===== src/rtl/fifo_1r1w_flags.sv =====
// Single-clock ready/valid FIFO on a synchronous-read RAM, with write-to-read bypass,
// occupancy count, almost-full/almost-empty flags, synchronous flush and high-watermark.

module ram_1r1w_sync #(
   parameter int width_p  = 8,
   parameter int addr_w_p = 4
) (
   input  logic                clk_i,
   input  logic                w_en_i,
   input  logic [addr_w_p-1:0] w_addr_i,
   input  logic [width_p-1:0]  w_data_i,
   input  logic [addr_w_p-1:0] r_addr_i,
   output logic [width_p-1:0]  r_data_o
);
   logic [width_p-1:0] mem_q [1<<addr_w_p];

   // Read returns the old contents on a same-address collision; the FIFO bypass covers that.
   always_ff @(posedge clk_i) begin
      if (w_en_i) mem_q[w_addr_i] <= w_data_i;
      r_data_o <= mem_q[r_addr_i];
   end
endmodule

module fifo_1r1w_flags #(
   parameter int width_p        = 8,
   parameter int depth_log2_p   = 4,
   parameter int almost_full_p  = (1 << depth_log2_p) - 2,
   parameter int almost_empty_p = 1
) (
   input  logic                    clk_i,
   input  logic                    reset_ni,
   input  logic                    flush_i,
   input  logic [width_p-1:0]      data_i,
   input  logic                    valid_i,
   output logic                    ready_o,
   output logic                    valid_o,
   output logic [width_p-1:0]      data_o,
   input  logic                    ready_i,
   output logic [depth_log2_p:0]   count_o,
   output logic                    almost_full_o,
   output logic                    almost_empty_o,
   output logic [depth_log2_p:0]   hwm_o
);
   localparam int AW = depth_log2_p;
   localparam int PW = depth_log2_p + 1;
   localparam logic [PW-1:0] AF_C = PW'(almost_full_p);
   localparam logic [PW-1:0] AE_C = PW'(almost_empty_p);

   logic [PW-1:0]      wr_ptr_q, wr_ptr_d, rd_ptr_q, rd_ptr_d, rd_ptr_n;
   logic [PW-1:0]      count_q, count_d, hwm_q, hwm_d;
   logic               byp_vld_q, byp_vld_d;
   logic [width_p-1:0] byp_data_q, ram_rdata;
   logic               full, empty, write_op, read_op, ram_we;

   assign empty    = (wr_ptr_q == rd_ptr_q);
   assign full     = (wr_ptr_q[AW-1:0] == rd_ptr_q[AW-1:0]) && (wr_ptr_q[AW] != rd_ptr_q[AW]);
   assign ready_o  = !full;
   assign valid_o  = !empty;
   assign write_op = valid_i & ready_o;
   assign read_op  = valid_o & ready_i;

   // RAM is addressed with the post-read pointer so the new head is ready next cycle.
   assign rd_ptr_n = rd_ptr_q + PW'(read_op);
   assign ram_we   = write_op & !flush_i & reset_ni;

   always_comb begin
      wr_ptr_d  = wr_ptr_q + PW'(write_op);
      rd_ptr_d  = rd_ptr_n;
      count_d   = count_q + PW'(write_op) - PW'(read_op);
      byp_vld_d = write_op && (wr_ptr_q[AW-1:0] == rd_ptr_n[AW-1:0]);
      if (flush_i) begin
         wr_ptr_d  = '0;
         rd_ptr_d  = '0;
         count_d   = '0;
         byp_vld_d = 1'b0;
      end
      hwm_d = (count_d > hwm_q) ? count_d : hwm_q;
      if (flush_i) hwm_d = '0;
   end

   always_ff @(posedge clk_i) begin
      if (!reset_ni) begin
         wr_ptr_q  <= '0;
         rd_ptr_q  <= '0;
         count_q   <= '0;
         hwm_q     <= '0;
         byp_vld_q <= 1'b0;
      end else begin
         wr_ptr_q  <= wr_ptr_d;
         rd_ptr_q  <= rd_ptr_d;
         count_q   <= count_d;
         hwm_q     <= hwm_d;
         byp_vld_q <= byp_vld_d;
      end
   end

   always_ff @(posedge clk_i) begin
      if (write_op) byp_data_q <= data_i;
   end

   ram_1r1w_sync #(.width_p(width_p), .addr_w_p(AW)) u_ram (
      .clk_i    (clk_i),
      .w_en_i   (ram_we),
      .w_addr_i (wr_ptr_q[AW-1:0]),
      .w_data_i (data_i),
      .r_addr_i (rd_ptr_n[AW-1:0]),
      .r_data_o (ram_rdata)
   );

   assign data_o         = byp_vld_q ? byp_data_q : ram_rdata;
   assign count_o        = count_q;
   assign hwm_o          = hwm_q;
   assign almost_full_o  = (count_q >= AF_C);
   assign almost_empty_o = (count_q <= AE_C);
endmodule


===== config.mk =====
export PLATFORM = sky130hd
export DESIGN_NAME = fifo_1r1w_flags
export DESIGN_NICKNAME = d
export VERILOG_FILES = /design/src/rtl/fifo_1r1w_flags.sv
export SDC_FILE = /design/constraint.sdc
export NUM_CORES = 1
export LEC_CHECK = 0
export CORE_UTILIZATION = 27
export CTS_CLUSTER_SIZE = 10
export DETAILED_ROUTE_END_ITERATION = 7
export HOLD_SLACK_MARGIN = 0.02
export PLACE_DENSITY = 0.5
export SYNTH_ARGS = -nofsm -noshare
export SYNTH_HDL_FRONTEND = slang
export SYNTH_SLANG_ARGS = --single-unit

===== constraint.sdc =====
create_clock -name clk_i -period 4.67 [get_ports clk_i]
set_input_delay 0.934 -clock clk_i [delete_from_list [all_inputs] [get_ports clk_i]]
set_output_delay 0.934 -clock clk_i [all_outputs]
set_load 0.02 [all_outputs]

# Yosys cells after proc, flatten, opt, wreduce, memory -nomap -nowiden
# Memory sizes are Yosys's and may differ from the RTL's. A register that Yosys moved wholly into a read port is not among the register bits.
# Index checks and enable logic that the tools add are counted.
[totals]
mem_count = 1
latch_bits = 0
regBits = 29
mem_bits_rw = 128
rom_bits = 0
[mem_list]
columns = ["memory", "depth", "word_bits", "rd", "rd_clocked_by_memory_dff", "write_ports", "line", "source"]
rows = [
  ["u_ram.mem_q", 16, 8, 1, 1, 1, "15", "logic [width_p-1:0] mem_q [1<<addr_w_p];"],
]
[classes]
muxes = 4
n_mul = 0
order_cmp = 3
addsub = 4
div = 0
reduce_logical = 6
shifts = 0
bitwise_logic = 5
eq_ne = 4
[op_table]
columns = ["cell", "count"]
rows = [
  ["5-bit by 1-bit adder with 5-bit output", 3],
  ["4-bit equality test", 2],
  ["8-bit two-way mux", 1],
  ["5-bit equality test", 1],
  ["5-bit by 4-bit greater-or-equal comparator with 1-bit output (second input constant)", 1],
  ["5-bit > comparator", 1],
  ["5-bit by 1-bit less-or-equal comparator with 1-bit output (second input constant)", 1],
  ["5-bit two-way mux", 1],
  ["5-bit by 1-bit subtractor with 5-bit output", 1],
  ["1-bit AND", 4],
  ["1-bit logical NOT", 3],
  ["1-bit logical AND", 2],
  ["1-bit two-way mux", 2],
  ["2-bit OR reduction", 1],
  ["1-bit inequality test", 1],
  ["1-bit inverter", 1],
]

# Depth between registers and ports, before layout
[depth]
word_depth = 8
ltp_mapped = 19
depth_no_buf = 18

# Hierarchy
# Synthesis repeated with hierarchy kept, for this count alone.
[hier_totals]
hier_cells = 395
area_unflattened_um2 = 6816.5
[modules_own_cells]
columns = ["module", "instances", "cells_each", "area_each_um2"]
rows = [
  ["ram_1r1w_sync", 1, 229, 5147.4],
  ["fifo_1r1w_flags", 1, 166, 1669.1],
]

# Least setup slack after synthesis
# OpenSTA, ideal clock, no wires.
[synth_timing]
kind = "register to register"
from = "reg wr_ptr_q[3]"
to = "reg hwm_q[1] (netlist: hwm_o[1])"
path_slack_ns = 0.711
setup_ns = 0.121
path_stages_with_launch = 20
required_ns = 4.549
arrival_time_ns = 3.838
synth_period_minus_slack_ns = 3.959
cell_sequence = "dfxtp_1 -> buf_2 -> xnor2_1 -> nand4_1 -> or2_2 -> and2_1 -> ha_1 -> inv_1 -> ha_1 -> inv_1 -> fa_1 -> o21bai_1 -> a21oi_1 -> mux2i_1 -> inv_1 -> ha_1 -> and3_1 -> o21a_1 -> o31ai_2 -> mux2_2"
[synth_lines]
columns = ["element", "line", "source"]
rows = [
  ["start: declaration", "49", "logic [PW-1:0] wr_ptr_q, wr_ptr_d, rd_ptr_q, rd_ptr_d, rd_ptr_n;"],
  ["start signal: assignment", "89", "wr_ptr_q <= wr_ptr_d;"],
  ["5-bit equality test", "55", "assign empty = (wr_ptr_q == rd_ptr_q);"],
  ["1-bit logical NOT", "58", "assign valid_o = !empty;"],
  ["net valid_o", "36", "output logic valid_o,"],
  ["1-bit AND", "60", "assign read_op = valid_o & ready_i;"],
  ["5-bit by 1-bit subtractor with 5-bit output", "69", "count_d = count_q + PW'(write_op) - PW'(read_op);"],
  ["5-bit two-way mux", "71", "if (flush_i) begin"],
  ["net count_d[4]", "50", "logic [PW-1:0] count_q, count_d, hwm_q, hwm_d;"],
  ["5-bit > comparator", "77", "hwm_d = (count_d > hwm_q) ? count_d : hwm_q;"],
  ["end signal: assignment", "92", "hwm_q <= hwm_d;"],
  ["end: declaration", "50", ""],
]
# The timed path passes the listed nets, and every way through them passes these cells.
# A chain may end at the register's enable or synchronous reset.

# Worst setup path in the final report
[layout_timing]
from = "reg wr_ptr_q[0]"
to = "reg hwm_q[1] (netlist: hwm_o[1])"
[layout_between]
elab_chain_len = 8
[layout_lines]
columns = ["element", "line", "source"]
rows = [
  ["4-bit equality test", "56", "assign full = (wr_ptr_q[AW-1:0] == rd_ptr_q[AW-1:0]) && (wr_ptr_q[AW] != rd_ptr_q[AW]);"],
  ["1-bit logical AND", "56", ""],
  ["1-bit logical NOT", "57", "assign ready_o = !full;"],
  ["1-bit AND", "59", "assign write_op = valid_i & ready_o;"],
  ["5-bit by 1-bit adder with 5-bit output", "69", ""],
  ["5-bit by 1-bit subtractor with 5-bit output *", "69", ""],
  ["5-bit two-way mux *", "71", ""],
  ["net count_d[4]", "50", ""],
  ["5-bit > comparator *", "77", ""],
]
# The timed path passes the listed nets; every way through them passes the cells marked *.

==> results.py <==
metrics = {
    "logic_synthesis": {
        "ys.flop_type": "edfxtp_1",
        "synth-simple-area-share": 0.0605,
        "synth_top_family_by_area": "multiplexers",
        "syn-cell-area_mm2": 0.00703,
        "async_reset_ff_frac": 0,
        "synthCells": 408,
        "synthAdderAreaFrac": 0.0402,
        "ys_seq_area_frac": 0.663,
        "synth_edf_count": 136,
        "synth.avg_cell_area_um2": 17.2,
        "ys_warn_count": 0,
        "synth-compound-area-share": 0.0326,
        "synthMuxAreaShare": 0.146,
        "ys_types": 44,
        "synth-xor-area-share": 0.0221,
        "synth_nets": 443,
        "ys_ff_latch": 165,
    },
    "route": {
        "wl_per_cell_um": 17.1,
        "final_antenna_net_count": 0,
        "vias_per_cell": 4.52,
        "drcViolationCount": 0,
        "first_pass_iters": 4,
        "routed_wl_mm": 13.8,
        "via_count": 3654,
        "drt-initial-drc-count": 223,
    },
    "setup_path": {
        "cp_max_fo": 5,
        "crit_path_start_kind": "flip-flop",
        "max_stage_delay_ns": 0.46,
        "endpoint_kind": "flip-flop",
        "arrival_ns": 4.59,
        "path_class": "flip-flop to flip-flop",
        "required_ns": 4.98,
        "crit_chain": "xnor2_1 -> nand4_1 -> or2_2 -> and2_1 -> ha_1 -> inv_1 -> ha_1 -> inv_1 -> fa_1 -> o21bai_1 -> a21oi_1 -> mux2i_1 -> inv_1 -> ha_1 -> and3_1 -> o21a_1 -> o31ai_2 -> mux2_2",
        "critical_path.slowest_cell": "dfxtp_1",
    },
    "cells_and_area": {
        "final_area_mm2": 0.00840,
        "drive_gt1_frac": 0.169,
        "fin_cells": 808,
        "diodes": 0,
        "mostFrequentLayoutCells": "136 x edfxtp_1, 34 x clkdlybuf4s50_1, 29 x dfxtp_1",
        "layout_commonest_cell": "edfxtp_1",
        "final_nets": 500,
        "syn_to_final_growth_pct": 19.5,
    },
    "grt": {
        "grt_antenna_before_repair": 1,
        "grtUsageTotal": 0.111,
        "grt_max_degree": 35,
        "grt_pass1_wl_mm": 21.5,
        "grt-ovfl-total": 0,
        "grt_pass1_vias": 3664,
    },
    "clocking": {
        "cts_num_sinks": 165,
        "cts_setup_buffers": 0,
        "root_buffer": "clkbuf_16",
        "clkTransAtPathRegs_ns": 0.07,
        "htree_levels": 4,
        "cts_buffers": 17,
        "clock_latency_ns": 0.43,
        "clockBufferDepth": 2,
        "cts_tree": "done",
        "hold_buffers": 0,
        "post_cts_resized": 0,
    },
    "floorplanning": {
        "die-width_um": 163,
        "die_y_um": 163,
        "core-area_mm2": 0.0254,
        "io_pins": 35,
        "core.rowCount": 58,
        "initial_core_util": 0.277,
        "die_area_mm2": 0.0267,
    },
    "placement": {
        "hpwl_mm": 9.27,
        "gp_congestion": 0.741,
        "placed_cell_area_mm2": 0.00778,
        "dp.cells": 776,
        "portBuffers": 34,
    },
    "run_status": {
        "status": "completed",
    },
    "timing": {
        "setup_viol": 0,
        "worst_slew_pin_slew_ns": 0.895,
        "period_share": 0.915,
        "min_period_ns": 4.28,
        "skew_ns": 0.0123,
        "max_freq_ghz": 0.234,
        "finalMaxSlewViolations": 0,
        "tns_ns": 0,
        "slew-limit-headroom": 0.403,
        "hold_ws_ns": 0.517,
        "grt_setup_unrepaired": "no",
        "report.final.hold_viol_count": 0,
    },
    "pwr": {
        "peakVddDrop_mv": 0.226,
        "p_leak_nw": 2.77,
        "power.density_mw_per_mm2": 385,
    },
    "run": {
        "maxCapViolations": 0,
    },
    "hold_path": {
        "min_path_type": "flip-flop to flip-flop",
    },
}
-- per-layer routing --
layer,track usage,vias to the layer above,part of all wire
met5,0,-,0.00080
met4,0.0370,2,0.012
met3,0.0267,12,0.037
met2,0.185,71,0.50
met1,0.140,1862,0.45
li1,-,1707,-
-- path summary, 6_finish.rpt --
path | start | endpoint | cells after the start | slack [ns]
min | hwm_o[0] | hwm_o[0] | 2 | 0.52
max reg2reg | wr_ptr_q[0] | hwm_o[1] | 18 | 0.39
max | wr_ptr_q[0] | hwm_o[1] | 18 | 0.39
min reg2reg | hwm_o[0] | hwm_o[0] | 2 | 0.52
-- critical path: cells and delay by family, from the launching register on --
| family | cells | cell delay (ns) |
|---|---|---|
| AO/OA/AOI/OAI | 4 | 0.75 |
| XOR/XNOR | 1 | 0.15 |
| adder cells (fa/ha/maj) | 4 | 1.10 |
| buffers and inverters | 3 | 0.19 |
| flip-flops | 1 | 0.46 |
| multiplexers | 2 | 0.60 |
| AND/OR/NAND/NOR | 4 | 0.90 |
-- sequential cells by signal (all words and copies together) (netlist names) --
signal	flops
rd_ptr_q	5
u_ram.r_data_o	8
wr_ptr_q	5
byp_data_q	8
hwm_o	5
byp_vld_q	1
u_ram.mem_q	128
count_o	5
-- Yosys cell counts (all sizes together), types with 10 or more instances --
| cell | number | area (µm²) |
|---|---|---|
| mux2i | 11 | 110 |
| ha | 21 | 263 |
| nor2 | 20 | 75.1 |
| xnor2 | 11 | 96.3 |
| dfxtp | 29 | 581 |
| edfxtp | 136 | 4080 |
| clkbuf | 10 | 67.6 |
| nor3 | 10 | 50.1 |
| mux2 | 10 | 113 |
| a21oi | 13 | 65.1 |
| inv | 18 | 67.6 |
| mux4 | 32 | 807 |
-- report_power, final --
| part | switching (W) | leakage (nW) | internal, W |
|---|---|---|---|
| clock network | 0.000661 | 0.301 | 0.000732 |
| registers | 0.0000103 | 1.47 | 0.00161 |
| logic | 0.000119 | 1.00 | 0.000108 |
| total | 0.000790 | 2.77 | 0.00245 |
-- area by class of cell --
cell class / count / area (µm²)
clock inverter: 15 / 196
sequential: 165 / 4660
tap: 330 / 413
multi-input combinational: 206 / 2120
inverter: 18 / 67.6
fill: 2453 / 17000
timing repair buffer: 57 / 513
clock buffer: 17 / 425
-- through the flow --
step	total power (W)	setup slack, ns	util
6_report	0.00324	0.395	0.331
3_5_place_dp	0.00188	0.0893	0.306
2_1_floorplan	0.00180	0.711	-
4_1_cts	0.00328	0.376	0.331
5_1_grt	0.00336	0.0975	0.331
3_3_place_gp	0.00187	0.210	0.306
-- kinds of logic (layout without fill, tap and decap cells) --
kind of cell / Yosys count / after routing
compound gates: 33 / 33
simple gates: 82 / 82
buf+inv: 37 / 107
xor+xnor: 16 / 16
fa+ha+maj: 22 / 22
flops: 165 / 165
mux: 53 / 53
Note: power is estimated with default switching activity, not from simulation.
